`config.mk`:
```
export PLATFORM = sky130hd
export DESIGN_NAME = button_reader
export DESIGN_NICKNAME = d
export VERILOG_FILES = /design/src/rtl/button_reader.sv
export SDC_FILE = /design/constraint.sdc
export NUM_CORES = 1
export LEC_CHECK = 0
export CAP_MARGIN = 20
export CORE_MARGIN = 3
export CORE_UTILIZATION = 35
export CTS_CLUSTER_SIZE = 8
export DETAILED_ROUTE_END_ITERATION = 6
export GPL_TIMING_DRIVEN = 0
export PLACE_DENSITY = 0.59
export REMOVE_ABC_BUFFERS = 1
export SYNTH_ARGS = -nofsm -noshare
export SYNTH_HDL_FRONTEND = slang
export SYNTH_SLANG_ARGS = --single-unit
```
`constraint.sdc`:
```
create_clock -name clk -period 5.8 [get_ports clk]
set_input_delay 0.58 -clock clk [delete_from_list [all_inputs] [get_ports clk]]
set_output_delay 0.58 -clock clk [all_outputs]
set_load 0.01 [all_outputs]
```
`src/rtl/button_reader.sv`:
```
// button_reader: two-flop synchroniser, per-channel debounce on a shared slow tick,
// press/release pulses and a small change-event queue. `release` is a reserved word, so that port is `released`.
module button_reader #(
    parameter int tick_div   = 50000,
    parameter int stable_n   = 8,
    parameter int fifo_depth = 4
) (
    input  logic        clk,
    input  logic        rst_n,
    input  logic [7:0]  btn_n,
    output logic [7:0]  state,
    output logic [7:0]  press,
    output logic [7:0]  released,
    output logic        evt_valid,
    input  logic        evt_ready,
    output logic [15:0] evt_data,
    output logic        evt_overflow
);
    localparam int pw = $clog2(tick_div);
    localparam int cw = $clog2(stable_n + 1);
    localparam int aw = $clog2(fifo_depth);
    localparam logic [aw:0] full_lvl = fifo_depth[aw:0];

    logic [7:0]          sync1, sync2;
    logic [7:0]          sample;
    logic [pw-1:0]       pre_q;
    logic                tick;
    logic [7:0][cw-1:0]  cnt_q, cnt_d;
    logic [7:0]          state_d, press_d, rel_d;

    logic [15:0]         mem [fifo_depth];
    logic [aw-1:0]       wr_ptr, rd_ptr;
    logic [aw:0]         count;
    logic                push, pop, full, accept;

    assign sample = ~sync2;
    assign tick   = (pre_q == pw'(tick_div - 1));

    always_ff @(posedge clk) begin
        if (!rst_n) begin
            sync1 <= 8'hFF;
            sync2 <= 8'hFF;
            pre_q <= '0;
        end else begin
            sync1 <= btn_n;
            sync2 <= sync1;
            pre_q <= tick ? '0 : pre_q + pw'(1);
        end
    end

    // A channel only moves after stable_n consecutive ticks that disagree with its current level.
    always_comb begin
        state_d = state;
        press_d = '0;
        rel_d   = '0;
        cnt_d   = cnt_q;
        for (int i = 0; i < 8; i++) begin
            if (tick) begin
                if (sample[i] == state[i]) begin
                    cnt_d[i] = '0;
                end else if (cnt_q[i] + cw'(1) == cw'(stable_n)) begin
                    cnt_d[i]   = '0;
                    state_d[i] = sample[i];
                    press_d[i] = sample[i];
                    rel_d[i]   = ~sample[i];
                end else begin
                    cnt_d[i] = cnt_q[i] + cw'(1);
                end
            end
        end
    end

    always_ff @(posedge clk) begin
        if (!rst_n) begin
            cnt_q    <= '0;
            state    <= '0;
            press    <= '0;
            released <= '0;
        end else begin
            cnt_q    <= cnt_d;
            state    <= state_d;
            press    <= press_d;
            released <= rel_d;
        end
    end

    assign push      = |(press_d | rel_d);
    assign evt_valid = (count != '0);
    assign pop       = evt_valid && evt_ready;
    assign full      = (count == full_lvl);
    // When full, a same-edge pop frees the head slot, which is exactly where wr_ptr points.
    assign accept    = push && (!full || pop);
    assign evt_data  = mem[rd_ptr];

    always_ff @(posedge clk) begin
        if (accept) begin
            mem[wr_ptr] <= {state_d, press_d | rel_d};
        end
    end

    always_ff @(posedge clk) begin
        if (!rst_n) begin
            wr_ptr       <= '0;
            rd_ptr       <= '0;
            count        <= '0;
            evt_overflow <= 1'b0;
        end else begin
            if (accept) begin
                wr_ptr <= wr_ptr + aw'(1);
            end
            if (pop) begin
                rd_ptr <= rd_ptr + aw'(1);
            end
            if (accept && !pop) begin
                count <= count + (aw+1)'(1);
            end else if (!accept && pop) begin
                count <= count - (aw+1)'(1);
            end
            if (push && !accept) begin
                evt_overflow <= 1'b1;
            end
        end
    end

endmodule

```
# Yosys cells after proc, flatten, opt, wreduce, memory -nomap -nowiden
# Memory sizes are Yosys's and may differ from the RTL's. A register that Yosys moved wholly into a read port is not among the register bits.
# Cells that the tools add are included.
[totals] regBits=96 in_bits=11 mem_bits_rw=64 elab_cells=168 mem_count=1 output_inout_bits=42
[classes] muxes=94 n_eq_ne=18 n_bitwise=11 addsub=13 n_reduce_logical=13
[mem_list] name="mem" depth=4 word_bits=16 rd=1 rd_clocked_by_memory_dff=1 wr=1 line_no="31" rtl="logic [15:0] mem [fifo_depth];"
[op_table] op="$mux 1" count=74
[op_table] op="$mux 4" count=16
[op_table] op="$add 4x1->4 const B" count=8
[op_table] op="$eq 4x4->1 const B" count=8
[op_table] op="$add 16x1->16 const B" count=1
[op_table] op="$eq 16x16->1 const B" count=1
[op_table] op="$not 1->1" count=9
[op_table] op="$eq 1x1->1" count=8
[op_table] op="$not 8->8" count=1
[op_table] op="$or 8x8->8" count=1
[op_table] op="$reduce_or 8->1" count=1
[op_table] op="$mux 3" count=2
[op_table] op="$logic_and 1x1->1" count=5
[op_table] op="$add 2x1->2 const B" count=2
[op_table] op="$mux 2" count=2
[op_table] op="$add 3x1->3 const B" count=1
[op_table] op="$eq 3x3->1 const B" count=1
[op_table] op="$logic_not 1->1" count=3
[op_table] op="$reduce_bool 3->1" count=1
[op_table] op="$sub 3x1->3 const B" count=1
[op_table] op="$reduce_bool 2->1" count=1
[op_table] op="$reduce_or 2->1" count=1
[op_table] op="$logic_or 1x1->1" count=1

# Longest topological paths before layout
[logic_depth] depth_word=12 ltp_mapped=12

# Worst setup path before layout
# OpenSTA, ideal clock, no wires.
[synth_path] kind="reg2reg" startpoint="reg pre_q[12]" endpoint="mem mem[0][0], enable pin" t_required_ns=5.387 path_buffers=0 setup_slack_ns=2.293 arrival_time_ns=3.095 stages_incl_launch_ff=6 setup_ns=0.413 cell_sequence="dfxtp_1 -> or4bb_1 -> or4_4 -> a21oi_1 -> nor4_1 -> nor3b_1"
[synth_between] elab_chain_len=7 elab_cells_between_ends=22 cone_classes="eq/ne (1); mux (18); bitwise (1); reduce/logical (2)"
[synth_lines] item="start, declared" line_no="26" rtl="logic [pw-1:0] pre_q;"
[synth_lines] item="start signal, assigned" line_no="47" rtl="pre_q <= tick ? '0 : pre_q + pw'(1);"
[synth_lines] item="$eq 16x16->1 *" line_no="37" rtl="assign tick = (pre_q == pw'(tick_div - 1));"
[synth_lines] item="$mux 1" line_no="58" rtl="if (tick) begin"
[synth_lines] item="$or 8x8->8 *" line_no="87" rtl="assign push = |(press_d | rel_d);"
[synth_lines] item="$reduce_or 8->1 *" line_no="87"
[synth_lines] item="$logic_and 1x1->1 *" line_no="92" rtl="assign accept = push && (!full || pop);"
[synth_lines] item="$mux 1 *" line_no="96" rtl="if (accept) begin"
[synth_lines] item="$mux 1 (implied by the code) *" line_no="97" rtl="mem[wr_ptr] <= {state_d, press_d | rel_d};"
[synth_lines] item="end, declared" line_no="31"
# Mark *: on every way between the ends. The rest lies on a longest branch, timed or not.

# Worst setup path in the final report
[layout_path] startpoint="reg pre_q[12]" endpoint="reg count[2]"
[layout_between] elab_chain_len=8 elab_cells_between_ends=25 cone_classes="eq/ne (1); mux (17); bitwise (1); reduce/logical (6)"
[layout_lines] item="$eq 16x16->1 *" line_no="37"
[layout_lines] item="$mux 1" line_no="58"
[layout_lines] item="$or 8x8->8 *" line_no="87"
[layout_lines] item="$reduce_or 8->1 *" line_no="87"
[layout_lines] item="$logic_and 1x1->1 *" line_no="92"
[layout_lines] item="named net accept" line_no="34" rtl="logic push, pop, full, accept;"
[layout_lines] item="$logic_not 1->1" line_no="116" rtl="end else if (!accept && pop) begin"
[layout_lines] item="$logic_and 1x1->1" line_no="116"
[layout_lines] item="$reduce_bool 2->1 (no line)"
[layout_lines] item="end signal, assigned" line_no="115" rtl="count <= count + (aw+1)'(1);"
[layout_lines] item="end signal, assigned" line_no="117" rtl="count <= count - (aw+1)'(1);"
[layout_lines] item="end, declared" line_no="33" rtl="logic [aw:0] count;"
# Mark *: on every way through the listed nets, which the timed path passes. The rest lies on a longest branch.
# A chain may end at the register's enable or synchronous reset.

==> impl_results.md <==
- Status: complete, no violations
- CTS tree: yes
- Fillers: about 1800
- Post-CTS setup buffer count: 0
- Num rows: 50
- RSZ-0062 raised after global routing: false
- Cell Pwr Density: 279.9 nW/µm²
- Final slew viol count: 0
- Routability Congestion: 0.7730
- Area of the die: 21130 µm²
- Slew of the pin with the lowest slew margin: 0.9808 ns
- Worst setup SP type: flip-flop
- Worst Hold Class: reg -> reg
- Antenna violations before repair: 0
- CTS Buf Count: 17
- Leak pwr: around 2.9 nW
- Ys async rst share: 0%
- Layout cell share with drive strength beyond 1: 10.80%
- Mean post-synth cell area: 11.74 µm²
- Final core utilization: 43.68%
- Most frequent cell after synthesis: dfxtp_1
- Total grt overflow: 0
- Largest net degree at the start of global routing: 75
- Vias: 4666
- Top cell type's share of synthesized area: 28.86%
- P&R area growth vs syn: 21.37%
- Detailed Place HPWL: 9.504 mm
- Die Ht: 145.4 µm
- Vias in the first global route: around 4600
- Synth area leaders: dfxtp_1, edfxtp_1, mux4_2
- GRT Resource Usage Total: 13.61%
- Worst setup EP type: flip-flop
- Final WL: 14.16 mm
- Number of nets with antenna violations after detailed routing: 0
- Register area share after synthesis: between 50% and 60%
- PortBufs: 52
- Synth unique cells: 57
- Setup-failing EPs final: 0
- WL/cell: around 16 µm
- Die Width: about 150 µm
- DRT iter0 DRCs: 274
- Drt pass-1 iters: 5
- Post-synth EDFFs: 64
- Commonest cells in the netlist: dfxtp_1, edfxtp_1, nor2_1
- Post-CTS Hold Buffers: 0
- Worst slew margin: 33.69%
- Initial Utilization: a little over a third
- Vias per cell: 5.139
- Post-Synthesis Cells: 579
- R2R setup slack: 1.77 ns
- Most used DFF post-synth: dfxtp_1
- Top cell type by total area after synthesis: dfxtp_1
- WS Path Type: reg -> reg
- Clk sink count: around 160
- Core footprint: ~19000 µm²
- YS warnings: 0
- Ant diodes: 0
- Max Cap Viol: 0
- Placed cells: approximately 880
- Max FO, Critical Path: 74
- Synth Register Bits: approximately 160
- Fin crit period: 4.033 ns
- Remaining routing DRC violations: 0
- Fin crit share: about 70%
- Final nets: 662
- Io pins: 53
- Crit path DAT: 4.39 ns
- Clock Skews: 0.009888 ns
- Post_cts resized: 0
- Non-Filler Instances: 908
- Critical Path RT: 6.15 ns
- Clock latency on the worst-skew pair: around 0.42 ns
- Global-route wire length before repair: 23.20 mm
- Clk root buf: clkbuf_16
- Clk slew on worst S/H paths: 0.06 ns
- Worst IR drop on VDD: roughly 0.00021 V
- Hold Vio Cnt, Final: 0
- Max Buffers Root-to-Sink: 2
- Mapped Area: 6799 µm²
- H-Tree Depth: 4
- Max Fclk: around 250 MHz
## cells by family (layout without fill, tap and decap cells)
| logic type | Yosys count | count (layout) | share of synthesized area [%] |
|---|---|---|---|
| mux | 17 | 17 | 5.447 |
| flops | 162 | 162 | 57.12 |
| fa+ha+maj | 16 | 16 | 3.055 |
| buf+inv | 29 | 98 | 2.098 |
| xor+xnor | 36 | 36 | 4.637 |
| simple gates | 211 | 211 | 17.56 |
| compound gates | 108 | 108 | 10.08 |
## cell usage in the layout, fill, tap and decap left out, types with 5 or more instances in the layout
cell,n
dfxtp_1,98
edfxtp_1,64
clkdlybuf4s50_1,51
nor2_1,46
nand2_1,35
a21oi_1,35
o21ai_0,26
xor2_1,25
clkbuf_16,19
nand3_1,17
nand2b_1,17
mux4_2,16
ha_1,15
or3_1,14
nor3_1,14
xnor2_1,11
nand4b_1,11
and2_1,10
o31ai_1,9
nand4_1,9
a21boi_0,8
and3b_1,7
inv_1,6
o211ai_1,6
o2111ai_1,6
nor4_1,5
clkbuf_8,5
buf_6,5
## metrics by stage
stage	TNS (ns)	setup WS [ns]	power (W)	hold slack, ns	instance area, µm²
after floorplan	0	1.675	0.001227	0.3863	6679
final	0	1.767	0.002310	0.4006	8252
after detailed placement	0	1.742	0.001248	0.3925	7660
after CTS	0	1.699	0.002345	0.4040	8247
after global routing	0	1.583	0.002389	0.4195	8252
after global placement	-31.07	-0.4950	0.001245	0.3894	7525
## worst paths after layout
path,start,end,cells past startpoint
worst max-delay path,pre_q[12],count[2],11
worst min-delay path,sync1[7],sync2[7],1
worst max register to register,pre_q[12],count[2],11
worst min register to register,sync1[7],sync2[7],1
## worst max-delay path, cell delays in order (launching register included)
cell and delay [ns]:
dfxtp_1 0.34, or4bb_1 0.59, or4_4 0.88, a21oi_1 0.50, nor4_1 0.17, nor2_1 0.21
ha_1 0.22, inv_1 0.06, fa_1 0.37, xor2_1 0.16, or3_1 0.31, a21oi_1 0.14
## layout make-up
type | instances | area (µm²) | share of cell area (%)
clock buffer | 26 | 551.8 | 6.687
clock inverter | 6 | 35.03 | 0.4246
inverter | 6 | 22.52 | 0.2729
tap | 260 | 325.3 | 3.942
multi-input combinational | 388 | 2801 | 33.95
sequential | 162 | 3884 | 47.07
timing repair buffer | 60 | 631.9 | 7.657
## sequential cells by signal (all words and copies together), names as in the netlist, named ones only
| register | cells |
|---|---|
| cnt_q | 32 |
| evt_overflow | 1 |
| rd_ptr | 2 |
| state | 8 |
| press | 8 |
| count | 3 |
| sync2 | 8 |
| wr_ptr | 2 |
| pre_q | 16 |
| sync1 | 8 |
| released | 8 |
| mem | 64 |
## per-layer routing
layer	vias up	share of wire, %	GRT usage (%)
li1	2271	-	-
met1	2288	46	16.92
met2	91	48	22.60
met3	16	3.9	4.298
met4	0	1.4	4.558
met5	-	0	0
## power breakdown
group	internal (W)	leakage, nW	switching, W	total, W
registers	0.00118	1.54	0.00000582	0.00119
clock network	0.000656	0.298	0.000431	0.00109
logic	0.0000153	1.10	0.0000210	0.0000363
total	0.00185	2.93	0.000458	0.00231
No activity file was read; power rests on OpenSTA's default activity.
